### config.mk
export PLATFORM = sky130hd
export DESIGN_NAME = aes_decipher_round
export DESIGN_NICKNAME = d
export VERILOG_FILES = /design/src/rtl/aes_dec_pkg.sv /design/src/rtl/aes_inv_mixcolumn.sv /design/src/rtl/aes_decipher_round.sv
export SDC_FILE = /design/constraint.sdc
export NUM_CORES = 1
export LEC_CHECK = 0
export ABC_AREA = 0
export CORE_AREA = 10 10 240 242
export CTS_BUF_LIST = sky130_fd_sc_hd__clkbuf_8 sky130_fd_sc_hd__clkbuf_16
export CTS_CLUSTER_SIZE = 25
export DETAILED_ROUTE_END_ITERATION = 16
export DIE_AREA = 0 0 250 252
export PLACE_DENSITY = 0.81
export SKIP_CTS_REPAIR_TIMING = 1
export SLEW_MARGIN = 20
export SYNTH_ARGS = -nofsm -noshare
export SYNTH_HDL_FRONTEND = slang
export SYNTH_HIERARCHICAL = 1
export SYNTH_SLANG_ARGS = --single-unit
### constraint.sdc
create_clock -name clk -period 15.3 [get_ports clk]
set_input_delay 2.295 -clock clk [delete_from_list [all_inputs] [get_ports clk]]
set_output_delay 2.295 -clock clk [all_outputs]
set_load 0.005 [all_outputs]
### src/rtl/aes_dec_pkg.sv
// Shared types and GF(2^8) helpers for the AES inverse cipher round.
// Byte i of a block sits at [127-8i -: 8]; state[r][c] is byte 4c+r.
package aes_dec_pkg;

  typedef logic [127:0] block_t;

  localparam int BYTE_W = 8;
  localparam int COL_W  = 32;
  localparam int NB_ROW = 4;
  localparam int NB_COL = 4;

  function automatic int byte_msb(input int r, input int c);
    return 127 - BYTE_W * (NB_ROW * c + r);
  endfunction

  function automatic logic [7:0] xtime(input logic [7:0] b);
    return {b[6:0], 1'b0} ^ (b[7] ? 8'h1b : 8'h00);
  endfunction

  function automatic logic [7:0] gmul9(input logic [7:0] b);
    logic [7:0] x2, x4, x8;
    x2 = xtime(b);
    x4 = xtime(x2);
    x8 = xtime(x4);
    return x8 ^ b;
  endfunction

  function automatic logic [7:0] gmulb(input logic [7:0] b);
    logic [7:0] x2, x4, x8;
    x2 = xtime(b);
    x4 = xtime(x2);
    x8 = xtime(x4);
    return x8 ^ x2 ^ b;
  endfunction

  function automatic logic [7:0] gmuld(input logic [7:0] b);
    logic [7:0] x2, x4, x8;
    x2 = xtime(b);
    x4 = xtime(x2);
    x8 = xtime(x4);
    return x8 ^ x4 ^ b;
  endfunction

  function automatic logic [7:0] gmule(input logic [7:0] b);
    logic [7:0] x2, x4, x8;
    x2 = xtime(b);
    x4 = xtime(x2);
    x8 = xtime(x4);
    return x8 ^ x4 ^ x2;
  endfunction

  // Row r rotates right by r: out[r][c] = in[r][(c - r) mod 4].
  function automatic block_t inv_shift_rows(input block_t s);
    block_t o;
    o = '0;
    for (int c = 0; c < NB_COL; c++) begin
      for (int r = 0; r < NB_ROW; r++) begin
        o[byte_msb(r, c) -: BYTE_W] = s[byte_msb(r, (c - r + NB_COL) % NB_COL) -: BYTE_W];
      end
    end
    return o;
  endfunction

endpackage

### src/rtl/aes_inv_mixcolumn.sv
// InvMixColumns on one 32-bit column, [e b d 9] circulant; byte 0 at [31:24].
// Latency: combinational. Backpressure: none.
module aes_inv_mixcolumn
  import aes_dec_pkg::*;
(
  input  logic [COL_W-1:0] col_in,
  output logic [COL_W-1:0] col_out
);

  logic [7:0] a0, a1, a2, a3;

  assign {a0, a1, a2, a3} = col_in;

  assign col_out[31:24] = gmule(a0) ^ gmulb(a1) ^ gmuld(a2) ^ gmul9(a3);
  assign col_out[23:16] = gmul9(a0) ^ gmule(a1) ^ gmulb(a2) ^ gmuld(a3);
  assign col_out[15:8]  = gmuld(a0) ^ gmul9(a1) ^ gmule(a2) ^ gmulb(a3);
  assign col_out[7:0]   = gmulb(a0) ^ gmuld(a1) ^ gmul9(a2) ^ gmule(a3);

endmodule

### src/rtl/aes_decipher_round.sv
// One AES inverse round (InvShiftRows, external InvSubBytes, AddRoundKey, InvMixColumns).
// Latency: 3 register stages. Backpressure: valid/ready, each stage advances when empty or drained.
// Option AES_DEC_LAST_ROUND_EN adds a last_round input that skips InvMixColumns.
module aes_decipher_round
  import aes_dec_pkg::*;
#(
  parameter bit KEY_LATCH = 1'b1
) (
  input  logic         clk,
  input  logic         reset_n,
  input  logic         in_valid,
  output logic         in_ready,
  input  logic [127:0] in_block,
  input  logic [127:0] round_key,
`ifdef AES_DEC_LAST_ROUND_EN
  input  logic         last_round,
`endif
  output logic [127:0] isbox_in,
  input  logic [127:0] isbox_out,
  output logic         out_valid,
  input  logic         out_ready,
  output logic [127:0] out_block
);

  logic   s1_valid, s2_valid, s3_valid;
  logic   s1_adv, s2_adv, s3_adv;
  logic   in_fire;
  block_t s1, s2, s3, k1;
  block_t stage_key;
  block_t imc_out;

  assign isbox_in = inv_shift_rows(in_block);

  assign s3_adv   = !s3_valid | out_ready;
  assign s2_adv   = !s2_valid | s3_adv;
  assign s1_adv   = !s1_valid | s2_adv;
  assign in_ready = reset_n & s1_adv;
  assign in_fire  = in_valid & in_ready;

  assign out_valid = reset_n & s3_valid;
  assign out_block = s3;

  assign stage_key = KEY_LATCH ? k1 : round_key;

  for (genvar c = 0; c < NB_COL; c++) begin : g_imc
    aes_inv_mixcolumn u_imc (
      .col_in  (s2[127-COL_W*c -: COL_W]),
      .col_out (imc_out[127-COL_W*c -: COL_W])
    );
  end

  always_ff @(posedge clk) begin
    if (!reset_n) begin
      s1_valid <= 1'b0;
      s2_valid <= 1'b0;
      s3_valid <= 1'b0;
    end else begin
      if (s1_adv) s1_valid <= in_fire;
      if (s2_adv) s2_valid <= s1_valid;
      if (s3_adv) s3_valid <= s2_valid;
    end
  end

`ifdef AES_DEC_LAST_ROUND_EN
  logic l1, l2;

  always_ff @(posedge clk) begin
    if (in_fire) begin
      s1 <= isbox_out;
      k1 <= round_key;
      l1 <= last_round;
    end
    if (s2_adv) begin
      s2 <= s1 ^ stage_key;
      l2 <= l1;
    end
    if (s3_adv) s3 <= l2 ? s2 : imc_out;
  end
`else
  always_ff @(posedge clk) begin
    if (in_fire) begin
      s1 <= isbox_out;
      k1 <= round_key;
    end
    if (s2_adv) s2 <= s1 ^ stage_key;
    if (s3_adv) s3 <= imc_out;
  end
`endif

endmodule

==> results.cfg, run 1 <==
[critical_path]
crit_fanout = 3
path_cells = clkdlybuf4s50_1, nand4b_1, and2_1, clkdlybuf4s50_1
critical_path.top_delay_family = buffers and inverters
cp.required_ns = 13.01
cpMostUsedCell = clkdlybuf4s50_1
critPathKind = in2out
cp-end-kind = output pin
crit_path_start_kind = input port
crit_slowest_cell = clkdlybuf4s50_1
critPathMaxStageDelay_ns = 0.45
critPathArrivalTime_ns = 3.63
critical_path_buf_inv_count = 2

[cells_and_area]
area_growth_pct = 19.3
num-fill-cells = 3795
multi_input_area_um2 = 9810
fin_util_pct = 60.5
num_antenna_cells = 0
nets = 2266
final_cells = 2606
drive_gt1_share_pct = 5.32
seq_area_um2 = 15400

[timing]
max_freq_mhz = 169
post-route-min-period_ns = 5.93
tns_ns = 0
maxSlewHeadroom_pct = 29.7
fin_crit_sh_pct = 38.7
hold_viol = 0
fin_ws_ns = 9.37
worstMarginPinSlew_ns = 1.05
finalSetupViolCount = 0
finClkSkew_ns = 0.0152
rsz0062_at_grt = no
slew_violations = 0

[synthesis]
synth_area_um2 = 26600
yosys.cell_types.count = 20
yosysMostFrequentCell = edfxtp_1
syn_inst = 1635
synth_area_leaders = edfxtp_1 58%, xnor2_1 16%, xnor3_1 9.1%
synth_ff_type = edfxtp_1
synth_top_area_cell = edfxtp_1
synth_nets = 2023
synth_seq_area_share_pct = 58.0
synth_commonest_cells = 512 x edfxtp_1, 500 x xnor2_1, 268 x xor2_1
synth_top_area_share_pct = 57.8
async_reset_ff_share_pct = 0
synth-edff-count = 512
yosys_warnings = 6
syn_avg_cell_area_um2 = 16.3
synth-seq-cells = 515

[placed_design]
preCtsSetupSlack_ns = 9.36
dp_hpwl_um = 46600
port_buffers = 389
gp_congestion = 0.900
dp_cells = 2513

[clock_tree]
clock_latency_ns = 0.59
cts_buffer_depth = 3
cts.sinks = 515
cts_max_level = 2
clk_pin_slew_ns = 0.06
cts_made_buffers = 51
cts_tree = built
cts_root_buf = clkbuf_16

[floorplan]
ios = 646
die_width_um = 250
num_rows = 84
start_util_pct = 50.7
die_y_um = 252
dieArea_um2 = 63000
core_area_um2 = 52400

[outcome]
status = complete, no violations

[power]
p_int_mw = 4.46
combPwrFrac_pct = 44.6
total_power_mw = 6.33
seq_power_share_pct = 35.9
p_clk_share_pct = 19.5
irDropWorstVdd_mv = 0.108
leakage_nw = 11.7
swShare_pct = 29.5
p_switching_mw = 1.87
power-per-cell-area_nw_per_um2 = 200

[routing]
via_per_inst = 4.98
drt_iter0_markers = 900
dr.pass1.iters = 5
wl_per_cell_um = 23.4
vias = 13000
wl_um = 61000
ant_nets = 0
post-route-drc-count = 0

[global_routing]
antenna_found_initial = 1
grt_pass1_wl_um = 89100
grt_usage_pct = 18.7
gr-total-overflow = 0
grt_pass1_vias = 13900
grt_max_degree = 82

[hold_path]
worstHoldPathType = reg2reg

[run]
cap_viol_max_count = 0
[power groups by stage]
stage / clock network (mW) / registers [mW] / logic, mW
6_report: 1.23 / 2.28 / 2.82
5_1_grt: 1.32 / 2.30 / 3.00
4_1_cts: 1.27 / 2.28 / 2.85
3_5_place_dp: 0 / 2.31 / 2.83
3_3_place_gp: 0 / 2.30 / 2.80
2_1_floorplan: 0 / 2.21 / 2.06
[sequential cells by signal, indices dropped and copies added, names as in the netlist]
register   cells
s3_valid       1
s2           128
s1           128
out_block    128
k1           128
s1_valid       1
s2_valid       1
[routing by layer]
layer  wire (um)  vias to the layer above  global-route usage, %
li1            -                     5894                      -
met2       29900                      615                   30.8
met4        2000                        8                   7.42
met3        5460                      142                   5.99
met1       23500                     6307                   22.5
met5         147                        -                   1.70
[layout make-up]
class,count,area share [%]
multi-input cells,913,30.9
well taps,688,2.71
clock inverters,36,0.907
flip-flops and latches,515,48.7
repair buffers,394,12.4
clock buffers,57,4.35
inverters,3,0.0592
[cells by family (layout without fill, tap and decap cells)]
kind of cell    after synthesis  after routing  share of synthesized area, %
compound gates                3              3                        0.0847
xor+xnor                    904            904                          36.6
buf+inv                     207            490                          5.10
flops                       515            515                          58.0
simple gates                  6              6                         0.174
[worst paths after layout]
check	from	endpoint	slack, ns	cells past startpoint
worst max-delay path	out_ready	in_ready	9.37	4
worst min-delay path	s1_valid$_SDFFE_PN0P_	s2_valid$_SDFFE_PN0P_	0.49	1
worst max register to register	s3_valid$_SDFFE_PN0P_	s1[76]$_DFFE_PP_	12.24	4
worst min register to register	s1_valid$_SDFFE_PN0P_	s2_valid$_SDFFE_PN0P_	0.49	1
[per-stage QoR]
step	hold slack [ns]	instance area, um2
2_1_floorplan	0.440	26600
6_report	0.494	31700
5_1_grt	0.523	31700
3_5_place_dp	0.484	30100
3_3_place_gp	0.449	30100
4_1_cts	0.494	31700
[placed cells by master, fill, tap and decap left out]
master	count
xnor3_1	108
and2b_2	1
inv_4	1
o21a_1	2
xor2_2	8
clkinv_1	5
and3b_2	1
xor2_1	268
clkbuf_16	53
clkbuf_8	4
a21boi_1	1
edfxtp_1	512
inv_6	1
xor3_1	16
bufinv_16	4
buf_4	5
clkdlybuf4s50_1	389
inv_1	9
nand4b_1	1
xnor2_2	4
clkinvlp_4	5
dfxtp_1	3
and2_1	2
clkinv_2	11
clkinv_4	3
xnor2_1	500
and3_4	1
[worst register-to-register path: stages (launching register included)]
cell and delay (ns):
dfxtp_1 0.33, nand4b_1 0.15, and3_4 0.54, buf_4 0.68, buf_4 0.88
No activity file was read; power rests on OpenSTA's default activity.
==> inputs of run 2 (changes only) <==
Settings changed: CORE_AREA 10 10 240 242 to unset, CORE_MARGIN set to 10, CORE_UTILIZATION set to 46, DIE_AREA 0 0 250 252 to unset, PLACE_DENSITY 0.81 to 0.78.
Clock period 15.3 ns to 5 ns, I/O delays scaled along.
==> run 2 against run 1 <==
Compared with the run above:
- final cell count up 3.6%
- sequential share of layout area down 0.63 points
- sequential power rose to 3.1 times the previous value
- largest cell class unchanged
- largest power group unchanged
- via count up 0.70%
- first-iteration DRC count up 9.8%
- highest routed layer unchanged
==> results.cfg, run 2 (same netlist as run 1, synthesis figures left out) <==
[critical_path]
crit_start = out_ready
reg2reg_slack_ns = 2.50
critPathArrivalTime_ns = 2.09
cp.required_ns = 4.25
crit_slowest_cell = clkdlybuf4s50_1
crit_fanout = 3
cpMostUsedCell = clkdlybuf4s50_1
critical_path.top_delay_family = buffers and inverters
r2r-start = s2[31]$_DFFE_PP_
rr_worst_depth = 4
critical_path_buf_inv_count = 2
cp.depth = 4
critPathMaxStageDelay_ns = 0.51
critPathKind = in2out
setup.worst_path.end = in_ready
cp-end-kind = output pin
path_cells = clkdlybuf4s50_1, nand4b_1, and2_1, clkdlybuf4s50_1
reg2reg_to = out_block[6]$_DFFE_PP_
crit_path_start_kind = input port

[timing]
hold_viol = 0
post-route-min-period_ns = 2.84
max_freq_mhz = 352
finClkSkew_ns = 0.0315
fin_crit_sh_pct = 56.8
worstMarginPinSlew_ns = 1.07
slew_violations = 0
rsz0062_at_grt = no
maxSlewHeadroom_pct = 28.9
tns_ns = 0
finalSetupViolCount = 0

[power]
power-per-cell-area_nw_per_um2 = 617
p_clk_share_pct = 21.1
swShare_pct = 29.6
seq_power_share_pct = 35.3
leakage_nw = 11.9
p_switching_mw = 5.87
p_int_mw = 14.0
irDropWorstVdd_mv = 0.340
combPwrFrac_pct = 43.6

[clock_tree]
cts_root_buf = clkbuf_16
cts_buffer_depth = 3
clock_latency_ns = 0.61
cts.sinks = 515
cts_tree = built
cts_max_level = 2
cts_made_buffers = 53
clk_pin_slew_ns = 0.06

[cells_and_area]
fin_util_pct = 55.9
mostFrequentLayoutCell = edfxtp_1
num_antenna_cells = 0
drive_gt1_share_pct = 6.30
nets = 2278
area_growth_pct = 20.8
final_cell_mix = 512 x edfxtp_1, 500 x xnor2_1, 389 x clkdlybuf4s50_1

[floorplan]
die_width_um = 260
num_rows = 88
ios = 646
die_y_um = 260
dieArea_um2 = 67800
start_util_pct = 46.3
core_area_um2 = 57500

[global_routing]
grt_pass1_wl_um = 92800
antenna_found_initial = 0
grt_usage_pct = 18.6
gr-total-overflow = 0
grt_pass1_vias = 14000
grt_max_degree = 75

[routing]
wl_per_cell_um = 23.9
via_per_inst = 4.84
ant_nets = 0
post-route-drc-count = 0
vias = 13100
dr.pass1.iters = 7
drt_iter0_markers = 988
wl_um = 64600

[placed_design]
dp_hpwl_um = 49600
port_buffers = 389
gp_congestion = 0.888

[hold_path]
min_path_cells = 1
worstHoldPathType = reg2reg
worstHoldStart = s1_valid$_SDFFE_PN0P_

[outcome]
status = complete, no violations

[run]
cap_viol_max_count = 0
==> run 2: changes by cell type in the layout (fill, tap and decap cells not counted), sizes merged <==
cell / before / now
buf: 5 / 15
bufinv: 4 / 9
inv: 11 / 15
clkbuf: 57 / 56
clkinv: 19 / 18
==> run 2: worst min path at each step <==
| stage | end | slack (ns) |
|---|---|---|
| floorplan | s2_valid$_SDFFE_PN0P_ | 0.44 |
| global placement | s2_valid$_SDFFE_PN0P_ | 0.45 |
| detailed placement | s2_valid$_SDFFE_PN0P_ | 0.47 |
| CTS | s2_valid$_SDFFE_PN0P_ | 0.49 |
| global route | s2_valid$_SDFFE_PN0P_ | 0.51 |
| finish | s2_valid$_SDFFE_PN0P_ | 0.49 |
==> run 2: cell type report <==
| class | instances | area [um2] |
|---|---|---|
| inverters | 3 | 18.8 |
| clock buffers | 56 | 1370 |
| well taps | 765 | 957 |
| flip-flops and latches | 515 | 15400 |
| fillers | 4468 | 25300 |
| multi-input cells | 913 | 9810 |
| clock inverters | 44 | 507 |
| repair buffers | 404 | 4040 |
==> run 2: through the flow <==
stage	std cells	power [mW]	hold WS (ns)	setup WS, ns	instance area (um2)
final	2700	19.8	0.491	2.16	32100
after global routing	2700	20.8	0.510	2.07	32100
after CTS	2700	20.0	0.485	2.12	32100
after detailed placement	2600	15.8	0.472	1.88	30300
after global placement	2600	15.6	0.450	1.98	30300
after floorplan	1635	13.1	0.440	0.545	26600
==> run 2: per-layer routing <==
metal / GRT usage [%] / part of all wire (%)
met1: 23.7 / 41
met2: 28.6 / 46
met3: 7.39 / 10
met4: 5.80 / 2.7
met5: 1.02 / 0.12
==> run 2: worst reg2reg max path, delay by kind of cell, from the launching register on <==
family | cells | cell delay (ns)
DFF | 1 | 0.61
xor gates and xnor gates | 4 | 1.63
==> run 2: power groups by stage <==
stage	logic (mW)	clock network [mW]	registers [mW]
2_1_floorplan	6.31	0	6.76
3_3_place_gp	8.56	0	7.09
3_5_place_dp	8.67	0	7.09
4_1_cts	8.74	4.27	7.02
5_1_grt	9.26	4.46	7.08
6_report	8.65	4.18	7.00
==> inputs of run 3 (changes only) <==
Settings changed: CORE_UTILIZATION 46 to 50, PLACE_DENSITY 0.78 to 0.81.
Clock period 5 ns to 2.7 ns, I/O delays scaled along.
==> run 3 against run 2 <==
Compared with the run above:
- utilization rose by 5.7 points
- sequential power rose by 84%
- flip-flop and latch count did not move
- clock-buffer cell count fell by 5
- clock power rose by 60%
- critical endpoint is now out_block[38]$_DFFE_PP_
- critical path type is now reg2reg
==> results.cfg, run 3 (same netlist as run 1, synthesis figures left out) <==
[global_routing]
gr-total-overflow = 0
grt_pass1_wl_um = 93800
antenna_found_initial = 1
grt_usage_pct = 19.8
grt_pass1_vias = 14600
grt_max_degree = 65

[timing]
fin_ws_ns = 0.283
hold_viol = 0
tns_ns = 0
holdWs_ns = 0.363
slew_violations = 0
fin_crit_sh_pct = 89.5
maxSlewHeadroom_pct = 57.9
finClkSkew_ns = 0.0225
max_freq_mhz = 414
rsz0062_at_grt = no
finalSetupViolCount = 0
worstMarginPinSlew_ns = 0.627
post-route-min-period_ns = 2.42

[clock_tree]
cts_tree = built
cts_buffer_depth = 3
cts_max_level = 2
clk_pin_slew_ns = 0.07
cts.sinks = 515
cts_made_buffers = 50
clock_latency_ns = 0.59
cts_root_buf = clkbuf_16

[cells_and_area]
stdcell_area_um2 = 32500
fin_util_pct = 61.7
num-fill-cells = 3785
final_cell_mix = 512 x edfxtp_1, 500 x xnor2_1, 389 x clkdlybuf4s50_1
num_antenna_cells = 0
mostFrequentLayoutCell = edfxtp_1
nets = 2357
area_growth_pct = 22.1
drive_gt1_share_pct = 8.97
final_cells = 2694

[floorplan]
die_width_um = 251
core_area_um2 = 52700
ios = 646
die_y_um = 251
num_rows = 84
dieArea_um2 = 62800
start_util_pct = 50.5

[placed_design]
dpl_cell_area_um2 = 30900
port_buffers = 389
preCtsSetupSlack_ns = 0.285
dp_cells = 2605
dp_hpwl_um = 50400
gp_congestion = 0.939

[critical_path]
crit_start = s2[63]$_DFFE_PP_
critPathKind = reg2reg
r2r-start = s2[63]$_DFFE_PP_
critPathArrivalTime_ns = 2.74
crit_fanout = 6
crit_path_start_kind = flop
cp-end-kind = flop
cp.required_ns = 3.02

[power]
power-per-cell-area_nw_per_um2 = 1110
leakage_nw = 12.2
irDropWorstVdd_mv = 0.549
total_power_mw = 36.1

[routing]
post-route-drc-count = 0
wl_per_cell_um = 23.7
ant_nets = 0
drt_iter0_markers = 879
dr.pass1.iters = 5
via_per_inst = 4.99
vias = 13500
wl_um = 63700

[run]
cap_viol_max_count = 0

[outcome]
status = complete, no violations

[hold_path]
worstHoldStart = round_key[106]
worstHoldPathType = in2reg
## run 3: layout make-up
type | instances | area, um2 | area share (%)
flip-flops and latches | 515 | 15400 | 47.5
clock buffers | 51 | 1280 | 3.93
inverters | 3 | 18.8 | 0.0578
well taps | 688 | 861 | 2.65
multi-input cells | 913 | 9810 | 30.2
clock inverters | 38 | 282 | 0.867
repair buffers | 486 | 4780 | 14.7
## run 3: worst paths after layout
path | end | slack [ns] | cells past startpoint
max | out_block[38]$_DFFE_PP_ | 0.28 | 4
min | k1[106]$_DFFE_PP_ | 0.36 | 1
max reg2reg | out_block[38]$_DFFE_PP_ | 0.28 | 4
min reg2reg | s2_valid$_SDFFE_PN0P_ | 0.48 | 1
## run 3: power breakdown
| part | total [mW] | switching, mW | internal, mW |
|---|---|---|---|
| registers | 12.9 | 1.14 | 11.7 |
| clock network | 6.69 | 2.90 | 3.79 |
| logic | 16.5 | 6.68 | 9.86 |
## run 3: routing by layer
layer  up-vias  share of wire, %  track usage (%)
li1       6078                 -                -
met1      6600                39             24.2
met2       634                48             32.4
met3       133               9.6             6.45
met4         6               3.0             6.47
met5         -              0.18             1.27
## run 3: worst max-delay path, stage by stage, from the launching register on
cell	delay [ns]
edfxtp_1	0.60
xnor3_1	0.56
xor3_1	0.44
xnor3_1	0.39
xor2_1	0.15
